--- config.mk ---
export PLATFORM = sky130hd
export DESIGN_NAME = delay_axi_regs_flat
export DESIGN_NICKNAME = d
export VERILOG_FILES = /design/src/rtl/delay_axi_regs_if.sv /design/src/rtl/delay_axi_regs.sv /design/src/flat_wrapper.sv
export SDC_FILE = /design/constraint.sdc
export NUM_CORES = 1
export LEC_CHECK = 0
export ABC_AREA = 1
export CAP_MARGIN = 40
export CELL_PAD_IN_SITES_DETAIL_PLACEMENT = 1
export CELL_PAD_IN_SITES_GLOBAL_PLACEMENT = 2
export CORE_MARGIN = 2
export CORE_UTILIZATION = 30
export CTS_BUF_LIST = sky130_fd_sc_hd__clkbuf_2 sky130_fd_sc_hd__clkbuf_4 sky130_fd_sc_hd__clkbuf_8
export CTS_CLUSTER_DIAMETER = 120
export DETAILED_ROUTE_END_ITERATION = 8
export GPL_ROUTABILITY_DRIVEN = 1
export GPL_TIMING_DRIVEN = 0
export PLACE_DENSITY_LB_ADDON = 0.12
export SYNTH_ARGS = -nofsm -noshare
export SYNTH_HDL_FRONTEND = slang
export SYNTH_SLANG_ARGS = --single-unit
--- constraint.sdc ---
create_clock -name ACLK -period 8.6 [get_ports ACLK]
set_input_delay 1.72 -clock ACLK [delete_from_list [all_inputs] [get_ports ACLK]]
set_output_delay 1.72 -clock ACLK [all_outputs]
set_load 0.02 [all_outputs]
--- src/rtl/delay_axi_regs_if.sv ---
// rtl/delay_axi_regs_if.sv - AXI4-Lite bus bundle between the master and the delay register file
interface delay_axi_regs_if #(
  parameter int C_S_AXI_DATA_WIDTH = 32,
  parameter int C_S_AXI_ADDR_WIDTH = 5
);
  logic [C_S_AXI_ADDR_WIDTH-1:0]   S_AXI_AWADDR;
  logic [2:0]                      S_AXI_AWPROT;
  logic                            S_AXI_AWVALID;
  logic                            S_AXI_AWREADY;
  logic [C_S_AXI_DATA_WIDTH-1:0]   S_AXI_WDATA;
  logic [C_S_AXI_DATA_WIDTH/8-1:0] S_AXI_WSTRB;
  logic                            S_AXI_WVALID;
  logic                            S_AXI_WREADY;
  logic [1:0]                      S_AXI_BRESP;
  logic                            S_AXI_BVALID;
  logic                            S_AXI_BREADY;
  logic [C_S_AXI_ADDR_WIDTH-1:0]   S_AXI_ARADDR;
  logic [2:0]                      S_AXI_ARPROT;
  logic                            S_AXI_ARVALID;
  logic                            S_AXI_ARREADY;
  logic [C_S_AXI_DATA_WIDTH-1:0]   S_AXI_RDATA;
  logic [1:0]                      S_AXI_RRESP;
  logic                            S_AXI_RVALID;
  logic                            S_AXI_RREADY;

  modport master (
    output S_AXI_AWADDR, S_AXI_AWPROT, S_AXI_AWVALID,
    input  S_AXI_AWREADY,
    output S_AXI_WDATA, S_AXI_WSTRB, S_AXI_WVALID,
    input  S_AXI_WREADY,
    input  S_AXI_BRESP, S_AXI_BVALID,
    output S_AXI_BREADY,
    output S_AXI_ARADDR, S_AXI_ARPROT, S_AXI_ARVALID,
    input  S_AXI_ARREADY,
    input  S_AXI_RDATA, S_AXI_RRESP, S_AXI_RVALID,
    output S_AXI_RREADY
  );

  modport slave (
    input  S_AXI_AWADDR, S_AXI_AWPROT, S_AXI_AWVALID,
    output S_AXI_AWREADY,
    input  S_AXI_WDATA, S_AXI_WSTRB, S_AXI_WVALID,
    output S_AXI_WREADY,
    output S_AXI_BRESP, S_AXI_BVALID,
    input  S_AXI_BREADY,
    input  S_AXI_ARADDR, S_AXI_ARPROT, S_AXI_ARVALID,
    output S_AXI_ARREADY,
    output S_AXI_RDATA, S_AXI_RRESP, S_AXI_RVALID,
    input  S_AXI_RREADY
  );
endinterface

--- src/rtl/delay_axi_regs.sv ---
// rtl/delay_axi_regs.sv - AXI4-Lite slave holding four delay-core config registers
// Optional macro DELAY_AXI_SLVERR_EN: accesses to unmapped words 4..7 answer SLVERR.
module delay_axi_regs #(
  parameter int C_S_AXI_DATA_WIDTH = 32,
  parameter int C_S_AXI_ADDR_WIDTH = 5
) (
  input  logic                     ACLK,
  input  logic                     ARESET,
  delay_axi_regs_if.slave          s_axi,
  output logic [31:0]              cfg_reg0,
  output logic [31:0]              cfg_reg1,
  output logic [31:0]              cfg_reg2,
  output logic [31:0]              cfg_reg3,
  output logic [3:0]               cfg_wr_pulse
);

  localparam logic [1:0] RESP_OKAY = 2'b00;
`ifdef DELAY_AXI_SLVERR_EN
  localparam logic [1:0] RESP_UNMAPPED = 2'b10;
`else
  localparam logic [1:0] RESP_UNMAPPED = 2'b00;
`endif

  typedef enum logic [1:0] {W_IDLE, W_HAVE_ADDR, W_HAVE_DATA, W_RESP} wstate_t;
  typedef enum logic {R_IDLE, R_RESP} rstate_t;

  wstate_t     r_wstate, w_wstate_nxt;
  rstate_t     r_rstate, w_rstate_nxt;

  logic        r_awready, r_wready, r_bvalid;
  logic [1:0]  r_bresp;
  logic [2:0]  r_aw_word;
  logic [31:0] r_wdata;
  logic [3:0]  r_wstrb;
  logic [3:0]  r_wr_pulse;
  logic [31:0] r_cfg [4];

  logic        r_arready, r_rvalid;
  logic [31:0] r_rdata;
  logic [1:0]  r_rresp;

  logic        w_aw_hs, w_w_hs, w_ar_hs, w_commit;
  logic [2:0]  w_cm_word, w_ar_word;
  logic [31:0] w_cm_data;
  logic [3:0]  w_cm_strb;
  logic        w_unused;

  assign w_aw_hs   = s_axi.S_AXI_AWVALID && r_awready;
  assign w_w_hs    = s_axi.S_AXI_WVALID && r_wready;
  assign w_ar_hs   = s_axi.S_AXI_ARVALID && r_arready;
  assign w_ar_word = s_axi.S_AXI_ARADDR[4:2];
  assign w_unused  = ^{s_axi.S_AXI_AWPROT, s_axi.S_AXI_ARPROT,
                       s_axi.S_AXI_AWADDR[1:0], s_axi.S_AXI_ARADDR[1:0]};

  // A channel handshaking on the commit edge wins over the (empty) holding register
  assign w_cm_word = w_aw_hs ? s_axi.S_AXI_AWADDR[4:2] : r_aw_word;
  assign w_cm_data = w_w_hs ? s_axi.S_AXI_WDATA : r_wdata;
  assign w_cm_strb = w_w_hs ? s_axi.S_AXI_WSTRB : r_wstrb;

  always_comb begin
    w_wstate_nxt = r_wstate;
    w_commit     = 1'b0;
    case (r_wstate)
      W_IDLE: begin
        if (w_aw_hs && w_w_hs) begin
          w_wstate_nxt = W_RESP;
          w_commit     = 1'b1;
        end else if (w_aw_hs) begin
          w_wstate_nxt = W_HAVE_ADDR;
        end else if (w_w_hs) begin
          w_wstate_nxt = W_HAVE_DATA;
        end
      end
      W_HAVE_ADDR: begin
        if (w_w_hs) begin
          w_wstate_nxt = W_RESP;
          w_commit     = 1'b1;
        end
      end
      W_HAVE_DATA: begin
        if (w_aw_hs) begin
          w_wstate_nxt = W_RESP;
          w_commit     = 1'b1;
        end
      end
      default: begin
        if (s_axi.S_AXI_BREADY) w_wstate_nxt = W_IDLE;
      end
    endcase
  end

  always_ff @(posedge ACLK or posedge ARESET) begin
    if (ARESET) begin
      r_wstate   <= W_IDLE;
      r_awready  <= 1'b0;
      r_wready   <= 1'b0;
      r_bvalid   <= 1'b0;
      r_bresp    <= RESP_OKAY;
      r_aw_word  <= '0;
      r_wdata    <= '0;
      r_wstrb    <= '0;
      r_wr_pulse <= '0;
      for (int i = 0; i < 4; i++) r_cfg[i] <= '0;
    end else begin
      r_wstate   <= w_wstate_nxt;
      r_awready  <= (w_wstate_nxt == W_IDLE) || (w_wstate_nxt == W_HAVE_DATA);
      r_wready   <= (w_wstate_nxt == W_IDLE) || (w_wstate_nxt == W_HAVE_ADDR);
      r_bvalid   <= (w_wstate_nxt == W_RESP);
      r_wr_pulse <= '0;
      if (w_aw_hs) r_aw_word <= s_axi.S_AXI_AWADDR[4:2];
      if (w_w_hs) begin
        r_wdata <= s_axi.S_AXI_WDATA;
        r_wstrb <= s_axi.S_AXI_WSTRB;
      end
      if (w_commit) begin
        if (!w_cm_word[2]) begin
          r_bresp                   <= RESP_OKAY;
          r_wr_pulse[w_cm_word[1:0]] <= 1'b1;
          for (int k = 0; k < 4; k++) begin
            if (w_cm_strb[k]) r_cfg[w_cm_word[1:0]][8*k +: 8] <= w_cm_data[8*k +: 8];
          end
        end else begin
          r_bresp <= RESP_UNMAPPED;
        end
      end
    end
  end

  always_comb begin
    w_rstate_nxt = r_rstate;
    case (r_rstate)
      R_IDLE:  if (w_ar_hs) w_rstate_nxt = R_RESP;
      default: if (s_axi.S_AXI_RREADY) w_rstate_nxt = R_IDLE;
    endcase
  end

  // Reads sample r_cfg before any same-edge write lands, so they see the old value
  always_ff @(posedge ACLK or posedge ARESET) begin
    if (ARESET) begin
      r_rstate  <= R_IDLE;
      r_arready <= 1'b0;
      r_rvalid  <= 1'b0;
      r_rdata   <= '0;
      r_rresp   <= RESP_OKAY;
    end else begin
      r_rstate  <= w_rstate_nxt;
      r_arready <= (w_rstate_nxt == R_IDLE);
      r_rvalid  <= (w_rstate_nxt == R_RESP);
      if (w_ar_hs) begin
        if (!w_ar_word[2]) begin
          r_rdata <= r_cfg[w_ar_word[1:0]];
          r_rresp <= RESP_OKAY;
        end else begin
          r_rdata <= '0;
          r_rresp <= RESP_UNMAPPED;
        end
      end
    end
  end

  assign s_axi.S_AXI_AWREADY = r_awready;
  assign s_axi.S_AXI_WREADY  = r_wready;
  assign s_axi.S_AXI_BVALID  = r_bvalid;
  assign s_axi.S_AXI_BRESP   = r_bresp;
  assign s_axi.S_AXI_ARREADY = r_arready;
  assign s_axi.S_AXI_RVALID  = r_rvalid;
  assign s_axi.S_AXI_RDATA   = r_rdata;
  assign s_axi.S_AXI_RRESP   = r_rresp;

  assign cfg_reg0     = r_cfg[0];
  assign cfg_reg1     = r_cfg[1];
  assign cfg_reg2     = r_cfg[2];
  assign cfg_reg3     = r_cfg[3];
  assign cfg_wr_pulse = r_wr_pulse;

endmodule

--- src/flat_wrapper.sv ---
// flat-port wrapper written by rule: the top's interface ports become plain ports
module delay_axi_regs_flat 
#(
  parameter int C_S_AXI_DATA_WIDTH = 32,
  parameter int C_S_AXI_ADDR_WIDTH = 5
)
  (ACLK, ARESET, cfg_reg0, cfg_reg1, cfg_reg2, cfg_reg3, cfg_wr_pulse, s_axi_S_AXI_AWADDR, s_axi_S_AXI_AWPROT, s_axi_S_AXI_AWVALID, s_axi_S_AXI_AWREADY, s_axi_S_AXI_WDATA, s_axi_S_AXI_WSTRB, s_axi_S_AXI_WVALID, s_axi_S_AXI_WREADY, s_axi_S_AXI_BRESP, s_axi_S_AXI_BVALID, s_axi_S_AXI_BREADY, s_axi_S_AXI_ARADDR, s_axi_S_AXI_ARPROT, s_axi_S_AXI_ARVALID, s_axi_S_AXI_ARREADY, s_axi_S_AXI_RDATA, s_axi_S_AXI_RRESP, s_axi_S_AXI_RVALID, s_axi_S_AXI_RREADY);
  delay_axi_regs_if #(.C_S_AXI_DATA_WIDTH(C_S_AXI_DATA_WIDTH), .C_S_AXI_ADDR_WIDTH(C_S_AXI_ADDR_WIDTH)) s_axi_i ();
  input  logic ACLK;
  input  logic ARESET;
  output logic [31:0] cfg_reg0;
  output logic [31:0] cfg_reg1;
  output logic [31:0] cfg_reg2;
  output logic [31:0] cfg_reg3;
  output logic [3:0] cfg_wr_pulse;
  input wire logic [$bits(s_axi_i.S_AXI_AWADDR)-1:0] s_axi_S_AXI_AWADDR;
  input wire logic [$bits(s_axi_i.S_AXI_AWPROT)-1:0] s_axi_S_AXI_AWPROT;
  input wire logic [$bits(s_axi_i.S_AXI_AWVALID)-1:0] s_axi_S_AXI_AWVALID;
  output wire logic [$bits(s_axi_i.S_AXI_AWREADY)-1:0] s_axi_S_AXI_AWREADY;
  input wire logic [$bits(s_axi_i.S_AXI_WDATA)-1:0] s_axi_S_AXI_WDATA;
  input wire logic [$bits(s_axi_i.S_AXI_WSTRB)-1:0] s_axi_S_AXI_WSTRB;
  input wire logic [$bits(s_axi_i.S_AXI_WVALID)-1:0] s_axi_S_AXI_WVALID;
  output wire logic [$bits(s_axi_i.S_AXI_WREADY)-1:0] s_axi_S_AXI_WREADY;
  output wire logic [$bits(s_axi_i.S_AXI_BRESP)-1:0] s_axi_S_AXI_BRESP;
  output wire logic [$bits(s_axi_i.S_AXI_BVALID)-1:0] s_axi_S_AXI_BVALID;
  input wire logic [$bits(s_axi_i.S_AXI_BREADY)-1:0] s_axi_S_AXI_BREADY;
  input wire logic [$bits(s_axi_i.S_AXI_ARADDR)-1:0] s_axi_S_AXI_ARADDR;
  input wire logic [$bits(s_axi_i.S_AXI_ARPROT)-1:0] s_axi_S_AXI_ARPROT;
  input wire logic [$bits(s_axi_i.S_AXI_ARVALID)-1:0] s_axi_S_AXI_ARVALID;
  output wire logic [$bits(s_axi_i.S_AXI_ARREADY)-1:0] s_axi_S_AXI_ARREADY;
  output wire logic [$bits(s_axi_i.S_AXI_RDATA)-1:0] s_axi_S_AXI_RDATA;
  output wire logic [$bits(s_axi_i.S_AXI_RRESP)-1:0] s_axi_S_AXI_RRESP;
  output wire logic [$bits(s_axi_i.S_AXI_RVALID)-1:0] s_axi_S_AXI_RVALID;
  input wire logic [$bits(s_axi_i.S_AXI_RREADY)-1:0] s_axi_S_AXI_RREADY;
  assign s_axi_i.S_AXI_AWADDR = s_axi_S_AXI_AWADDR;
  assign s_axi_i.S_AXI_AWPROT = s_axi_S_AXI_AWPROT;
  assign s_axi_i.S_AXI_AWVALID = s_axi_S_AXI_AWVALID;
  assign s_axi_S_AXI_AWREADY = s_axi_i.S_AXI_AWREADY;
  assign s_axi_i.S_AXI_WDATA = s_axi_S_AXI_WDATA;
  assign s_axi_i.S_AXI_WSTRB = s_axi_S_AXI_WSTRB;
  assign s_axi_i.S_AXI_WVALID = s_axi_S_AXI_WVALID;
  assign s_axi_S_AXI_WREADY = s_axi_i.S_AXI_WREADY;
  assign s_axi_S_AXI_BRESP = s_axi_i.S_AXI_BRESP;
  assign s_axi_S_AXI_BVALID = s_axi_i.S_AXI_BVALID;
  assign s_axi_i.S_AXI_BREADY = s_axi_S_AXI_BREADY;
  assign s_axi_i.S_AXI_ARADDR = s_axi_S_AXI_ARADDR;
  assign s_axi_i.S_AXI_ARPROT = s_axi_S_AXI_ARPROT;
  assign s_axi_i.S_AXI_ARVALID = s_axi_S_AXI_ARVALID;
  assign s_axi_S_AXI_ARREADY = s_axi_i.S_AXI_ARREADY;
  assign s_axi_S_AXI_RDATA = s_axi_i.S_AXI_RDATA;
  assign s_axi_S_AXI_RRESP = s_axi_i.S_AXI_RRESP;
  assign s_axi_S_AXI_RVALID = s_axi_i.S_AXI_RVALID;
  assign s_axi_i.S_AXI_RREADY = s_axi_S_AXI_RREADY;
  delay_axi_regs #(.C_S_AXI_DATA_WIDTH(C_S_AXI_DATA_WIDTH), .C_S_AXI_ADDR_WIDTH(C_S_AXI_ADDR_WIDTH)) u_core (.ACLK(ACLK), .ARESET(ARESET), .s_axi(s_axi_i), .cfg_reg0(cfg_reg0), .cfg_reg1(cfg_reg1), .cfg_reg2(cfg_reg2), .cfg_reg3(cfg_reg3), .cfg_wr_pulse(cfg_wr_pulse));
endmodule
==> reports/qor.txt, run 1 <==
maximum clock rate -> 0.281 GHz
Reg-to-Reg Start -> u_core.s_axi.S_AXI_WREADY
area leader, netlist -> dfrtp_1
ANT nets after route -> 0
global-route wire length before repair -> 59,400 µm
Max Root-Sink Buffers -> 3
largest net degree at the start of global routing -> 114
post-synthesis async set-or-reset flop share -> 1.00
row count -> 64
post-CTS setup buffers -> 0
initial antenna violation count -> 0
status -> finished clean
Global Route Usage Sum -> 0.237
post-synthesis cell count -> 1,110
clk root buf -> clkbuf_8
Seq cells post-synth -> 210
RSZ-0062 raised after global routing -> false
Synth top area share -> 0.562
area post-placement -> 12,000 µm²
largest family of logic cells by synthesized area -> simple AND/OR/NAND/NOR gates
Flop pwr share -> 0.332
Clock power frac -> 0.200
Die Ht -> 180 µm
final hold slack -> 0.477 ns
share of layout cells above drive strength 1 -> 0.0938
CP Data Required Time -> 9.00 ns
Commonest cells post-synth -> nand2_1, dfrtp_1, nand4_1
CP max-delay cell -> clkdlybuf4s50_1
die area -> 32,600 µm²
hold buffer count at CTS -> 0
Routed WL -> 38,300 µm
simple-gate share of the synthesized area -> 0.332
Post-synth EDFFs -> 0
I/O Buffers -> 216
hold path cells -> 2
core area -> 30,700 µm²
power per cell area -> 395 nW/µm²
worst setup margin -> 5.04 ns
slew margin rel. -> 0.471
starting density of the core -> 0.305
TritonCTS clock tree -> done
hpwl dp -> 26,900 µm
most common cell in the netlist -> nand2_1
post-route cell area -> 12,900 µm²
CP Class -> input pin to flip-flop
Tot Pwr -> 5.09 mW
P_int -> 2.84 mW
DR pass1 iterations -> 5
synthesized-area fraction occupied by adder cells -> 0
synth warn -> 0
initial drt markers -> 508
Gates resized, CTS repair -> 0
CP max stage delay -> 0.60 ns
cell area after synthesis -> 9350 µm²
vias in the first global route -> 9,614
CP startpoint kind -> input pin
Slew Viols, Final -> 0
Syn Area/Cell -> 8.42 µm²
Final setup viols -> 0
H-tree levels -> 2
Antenna Cells -> 0
HP Start -> u_core.s_axi.S_AXI_RDATA[31]
buffer and inverter count on the worst path -> 1
I/O Pins -> 232
max_cap viols -> 0
Gate power share -> 0.468
clock sinks -> 210
ys flop type -> dfrtp_1
leakage power -> 6.28 nW
min Tclk post-route -> 3.56 ns
chip width -> 180 µm
Synth Area in Compound Gates -> 0.0572
period utilization -> 0.414
drt drc -> 0
Worst-Margin Slew -> 0.793 ns
via count -> 9,068
Critical Path Sink Type -> flip-flop
Post-layout nets -> 1,431
peak supply drop -> 0.117 mV
most used cell along the critical path -> nand2_1
Cell variety after synth -> 22
gp weighted congestion -> 0.795
vias per cell -> 5.06
sequential share of the synthesized area -> 0.562
CP Cell Sequence -> clkdlybuf4s50_1 > nand2_2 > nand2_1 > nand2_1 > nor2_2 > nand3_1 > nand2_1 > nand2_1
switching part of the total -> 0.442
Synth Area in XOR/XNOR -> 0
hold crit path type -> flip-flop to flip-flop
P_sw -> 2.25 mW
worst reg2reg setup slack -> 6.36 ns
WL per Instance -> 21.3 µm
Clk Latency, worst-skew pair -> 0.53 ns
CP Max Fanout -> 8
Worst-path clk slew -> 0.06 ns
Synth area leaders -> dfrtp_1, nand2_1, nand4_1, nand3_1, o21ai_0
number of buffers created by CTS -> 40
grt ovf -> 0
Critical Path AT -> 3.96 ns
post-synthesis mux area share -> 0
Worst R2R Path Depth -> 9
DP Worst Slack -> 4.49 ns
Worst Hold End -> u_core.s_axi.S_AXI_RDATA[31]
P&R area growth vs syn -> 37.7%
RR Endpoint -> u_core.cfg_reg3[29]
post-route clock skew -> 0.0193 ns
endpoints failing hold -> 0
Crit path max-delay family -> simple AND/OR/NAND/NOR gates
==> routing by layer <==
metal,part of all wire,track usage
met1,0.47,0.337
met2,0.45,0.373
met3,0.050,0.0356
met4,0.028,0.0700
met5,0,0
==> tightest hold or removal path: stages (launching register included) <==
cell and delay, ns:
dfrtp_1 0.34, nand2_1 0.06, nand2_1 0.05
==> registers in the layout, summed over array words and instances, names as in the netlist <==
register and flops:
u_core.cfg_reg0 32, u_core.cfg_reg1 32, u_core.cfg_reg2 32, u_core.cfg_reg3 32, u_core.r_wdata 32, u_core.s_axi.S_AXI_RDATA 32
u_core.cfg_wr_pulse 4, u_core.r_wstrb 4, u_core.r_aw_word 3, u_core.r_wstate 2, u_core.r_rstate 1, u_core.s_axi.S_AXI_ARREADY 1
u_core.s_axi.S_AXI_AWREADY 1, u_core.s_axi.S_AXI_BVALID 1, u_core.s_axi.S_AXI_WREADY 1
==> power groups by stage <==
stage / Clock [mW] / Sequential [mW] / Combinational, mW
global placement: 0 / 1.71 / 2.34
floorplan: 0 / 1.98 / 0.936
global route: 1.09 / 1.75 / 2.59
detailed placement: 0 / 1.70 / 2.39
CTS: 1.04 / 1.69 / 2.40
finish: 1.01 / 1.69 / 2.38
==> placed cells by master, fill, tap and decap left out <==
cell type,instances
buf_16,1
nand3_2,6
dfrtp_1,210
nor2_2,4
o21ai_2,1
inv_8,1
nand2_1,442
buf_1,1
conb_1,4
buf_4,17
nor2_8,1
nor2_4,1
nand4_1,104
nand3_1,72
clkbuf_4,17
clkdlybuf4s50_1,216
o21ai_0,65
buf_2,20
clkbuf_1,34
buf_6,2
inv_1,13
nor2_1,71
nand2_2,8
o22ai_1,32
inv_2,2
clkbuf_8,50
clkinv_1,2
==> through the flow <==
stage	std cells	util	setup TNS, ns
2_1_floorplan	1113	-	0
3_3_place_gp	1725	0.392	-486.31
3_5_place_dp	1726	0.393	0
4_1_cts	1793	0.419	0
5_1_grt	1793	0.419	0
6_report	1793	0.419	0
==> how the worst max path moves through the flow <==
stage | from | slack (ns) | depth (start not counted) | end
after CTS | s_axi_S_AXI_AWVALID | 5.04 | 8 | u_core.cfg_reg0[12]
after global routing | s_axi_S_AXI_AWVALID | 4.84 | 8 | u_core.cfg_reg0[15]
after detailed placement | s_axi_S_AXI_AWVALID | 4.49 | 8 | u_core.cfg_reg0[12]
final | s_axi_S_AXI_AWVALID | 5.04 | 8 | u_core.cfg_reg0[12]
after floorplan | ARESET | 1.14 | 1 | u_core.cfg_reg0[0]
after global placement | ARESET | -2.34 | 2 | u_core.s_axi.S_AXI_RDATA[13]
==> layout make-up <==
class	instances	area (µm²)
clock buffers	67	816
fillers	3671	17800
well taps	396	495
inverters	18	75.1
repair buffers	217	2190
plain buffers	74	382
multi-input cells	811	3650
flip-flops and latches	210	5260
==> cell families (layout without fill, tap and decap cells) <==
family                 Yosys count  after routing
other                            1              4
AND/OR/NAND/NOR                709            709
buffers and inverters           92            376
flip-flops                     210            210
AO/OA/AOI/OAI                   98             98
(Power assumes the default switching activity.)
==> run 2: changes to the inputs <==
Clock period 8.6 ns to 3.48 ns, I/O delays scaled along.
==> run 2 against run 1 <==
  * Routed wire length rose by 0.51%
  * Power up 150%
  * Combinational power is 150% higher
  * Cell count rose by 0.39%
  * Clock skew decreased by 0.0073 ns
  * Global-route usage grew 0.23 points
  * Core utilization grew 0.40 points
  * Via count increased by 0.58%
  * Sequential power increased by 150%
  * Clock power is 150% higher
  * Critical endpoint is now u_core.cfg_reg0[14]
==> reports/qor.txt, run 2 (synthesized netlist as in run 1, its figures left out) <==
chip width -> 180 µm (unchanged)
H-tree levels -> 2 (unchanged)
via count -> 9,121 (+0.58%)
CP Class -> input pin to flip-flop
RR Endpoint -> u_core.cfg_reg2[28]
maximum clock rate -> 0.406 GHz
Die Ht -> 180 µm (unchanged)
Critical Path End -> u_core.cfg_reg0[14]
Gates resized, CTS repair -> 0 (unchanged)
initial drt markers -> 581 (+14%)
die area -> 32,600 µm² (unchanged)
share of layout cells above drive strength 1 -> 0.0983 (+0.00452)
I/O Pins -> 232 (unchanged)
endpoints failing hold -> 0 (unchanged)
I/O Buffers -> 216 (unchanged)
status -> finished clean
number of buffers created by CTS -> 40 (unchanged)
Critical Path Sink Type -> flip-flop
Critical Path AT -> 2.87 ns (-1.09 ns)
Clk Latency, worst-skew pair -> 0.53 ns (about the same)
core area -> 30,700 µm² (unchanged)
CP Max Fanout -> 8 (unchanged)
CP Cell Sequence -> clkdlybuf4s50_1 > nand2_2 > nand2_1 > nand2_1 > nor2_2 > nand3_1 > nand2_1 > nand2_1
CP Data Required Time -> 3.89 ns (-5.11 ns)
TritonCTS clock tree -> done
Post-layout nets -> 1,438 (+0.49%)
DR pass1 iterations -> 8 (+3)
hold crit path type -> flip-flop to flip-flop
vias in the first global route -> 9,808 (+2.0%)
CP max-delay cell -> clkdlybuf4s50_1
hpwl dp -> 27,800 µm (+3.5%)
RSZ-0062 raised after global routing -> false
vias per cell -> 5.07 (+0.19%)
max_cap viols -> 0 (unchanged)
Worst R2R Path Depth -> 9 (unchanged)
ANT nets after route -> 0 (unchanged)
period utilization -> 0.707
row count -> 64 (unchanged)
fill count -> 3,634 (-1.0%)
Worst-Margin Slew -> 0.741 ns (-0.0523 ns)
power per cell area -> 969 nW/µm² (+150%)
starting density of the core -> 0.305 (unchanged)
TNS Setup -> 0 ns (unchanged)
P&R area growth vs syn -> 39.0%
commonest non-fill, non-tap cells in the layout -> nand2_1, clkdlybuf4s50_1, dfrtp_1
grt ovf -> 0 (unchanged)
most used cell along the critical path -> nand2_1
Reg-to-Reg Start -> u_core.s_axi.S_AXI_WREADY
global-route wire length before repair -> 60,100 µm (+1.1%)
gp weighted congestion -> 0.794 (-0.14%)
Worst-path clk slew -> 0.06 ns (about the same)
Slew Viols, Final -> 0 (unchanged)
Tot Pwr -> 12.6 mW (+150%)
Max Root-Sink Buffers -> 3 (unchanged)
drt drc -> 0 (unchanged)
post-route clock skew -> 0.0119 ns (-0.00734 ns)
Setup crit start -> s_axi_S_AXI_AWVALID
post-CTS setup buffers -> 0 (unchanged)
slew margin rel. -> 0.506 (+0.0349)
Global Route Usage Sum -> 0.239 (+0.00233)
WL per Instance -> 21.4 µm (+0.12%)
Antenna Cells -> 0 (unchanged)
clk root buf -> clkbuf_8
Routed WL -> 38,500 µm (+0.51%)
worst reg2reg setup slack -> 1.28 ns (-5.08 ns)
initial antenna violation count -> 0 (unchanged)
most common cell after layout, fill and taps aside -> nand2_1
CP startpoint kind -> input pin
clock sinks -> 210 (unchanged)
peak supply drop -> 0.323 mV (+180%)
CP max stage delay -> 0.59 ns (about the same)
min Tclk post-route -> 2.46 ns
hold buffer count at CTS -> 0 (unchanged)
Final setup viols -> 0 (unchanged)
leakage power -> 6.34 nW (+0.86%)
largest net degree at the start of global routing -> 34 (-70%)
## run 2: cell types whose count changed in the layout (fill, tap and decap cells not counted)
cell,change
inv_8,-1
clkbuf_4,+1
buf_12,+7
clkinvlp_4,+1
clkbuf_8,-2
clkinv_2,+1
## run 2: worst min-delay path by stage
stage | from | depth (start not counted) | to
floorplan | u_core.r_wdata[10] | 2 | u_core.r_wdata[10]
global placement | u_core.s_axi.S_AXI_RDATA[19] | 2 | u_core.s_axi.S_AXI_RDATA[19]
detailed placement | u_core.s_axi.S_AXI_RDATA[3] | 2 | u_core.s_axi.S_AXI_RDATA[3]
CTS | ARESET | 2 | u_core.s_axi.S_AXI_RDATA[26]
global route | ARESET | 2 | u_core.s_axi.S_AXI_RDATA[26]
finish | u_core.s_axi.S_AXI_RDATA[3] | 2 | u_core.s_axi.S_AXI_RDATA[3]
## run 2: area by class of cell
cell class	count	area, µm²	area share
clock buffers	66	796	0.0613
clock inverters	1	5.00	0.000385
plain buffers	74	382	0.0294
multi-input cells	811	3650	0.281
inverters	18	71.3	0.00549
flip-flops and latches	210	5260	0.405
repair buffers	224	2330	0.179
well taps	396	495	0.0382
## run 2: per-layer routing
metal	routed length, µm	share of wire	up-vias	global-route usage
met1	18600	0.48	4583	0.345
met3	1690	0.044	48	0.0370
met5	0	0	-	0
met4	635	0.017	0	0.0490
li1	-	-	4245	-
met2	17600	0.46	245	0.381
## run 2: where the power goes
part | leakage (nW) | internal [mW] | switching [mW] | total, mW
combinational | 3.16 | 2.15 | 3.76 | 5.91
sequential | 2.74 | 3.42 | 0.786 | 4.20
clock | 0.432 | 1.43 | 1.05 | 2.48
total | 6.34 | 6.99 | 5.60 | 12.6
## run 2: through the flow
step           utilization  cell area (µm²)  hold slack, ns  cells  worst slack [ns]
5_1_grt              0.423            13000           0.486   1800             0.899
6_report             0.423            13000           0.474   1800              1.02
3_3_place_gp         0.392            12000           0.464   1725             -1.93
4_1_cts              0.423            13000           0.461   1800              1.02
3_5_place_dp         0.397            12200           0.468   1733             0.471
2_1_floorplan            -             9360           0.497   1113            0.0558
## run 2: worst max-delay path, delay by kind of cell
family        cells  cell delay, ns
simple gates      7            1.58
buf+inv           1            0.59
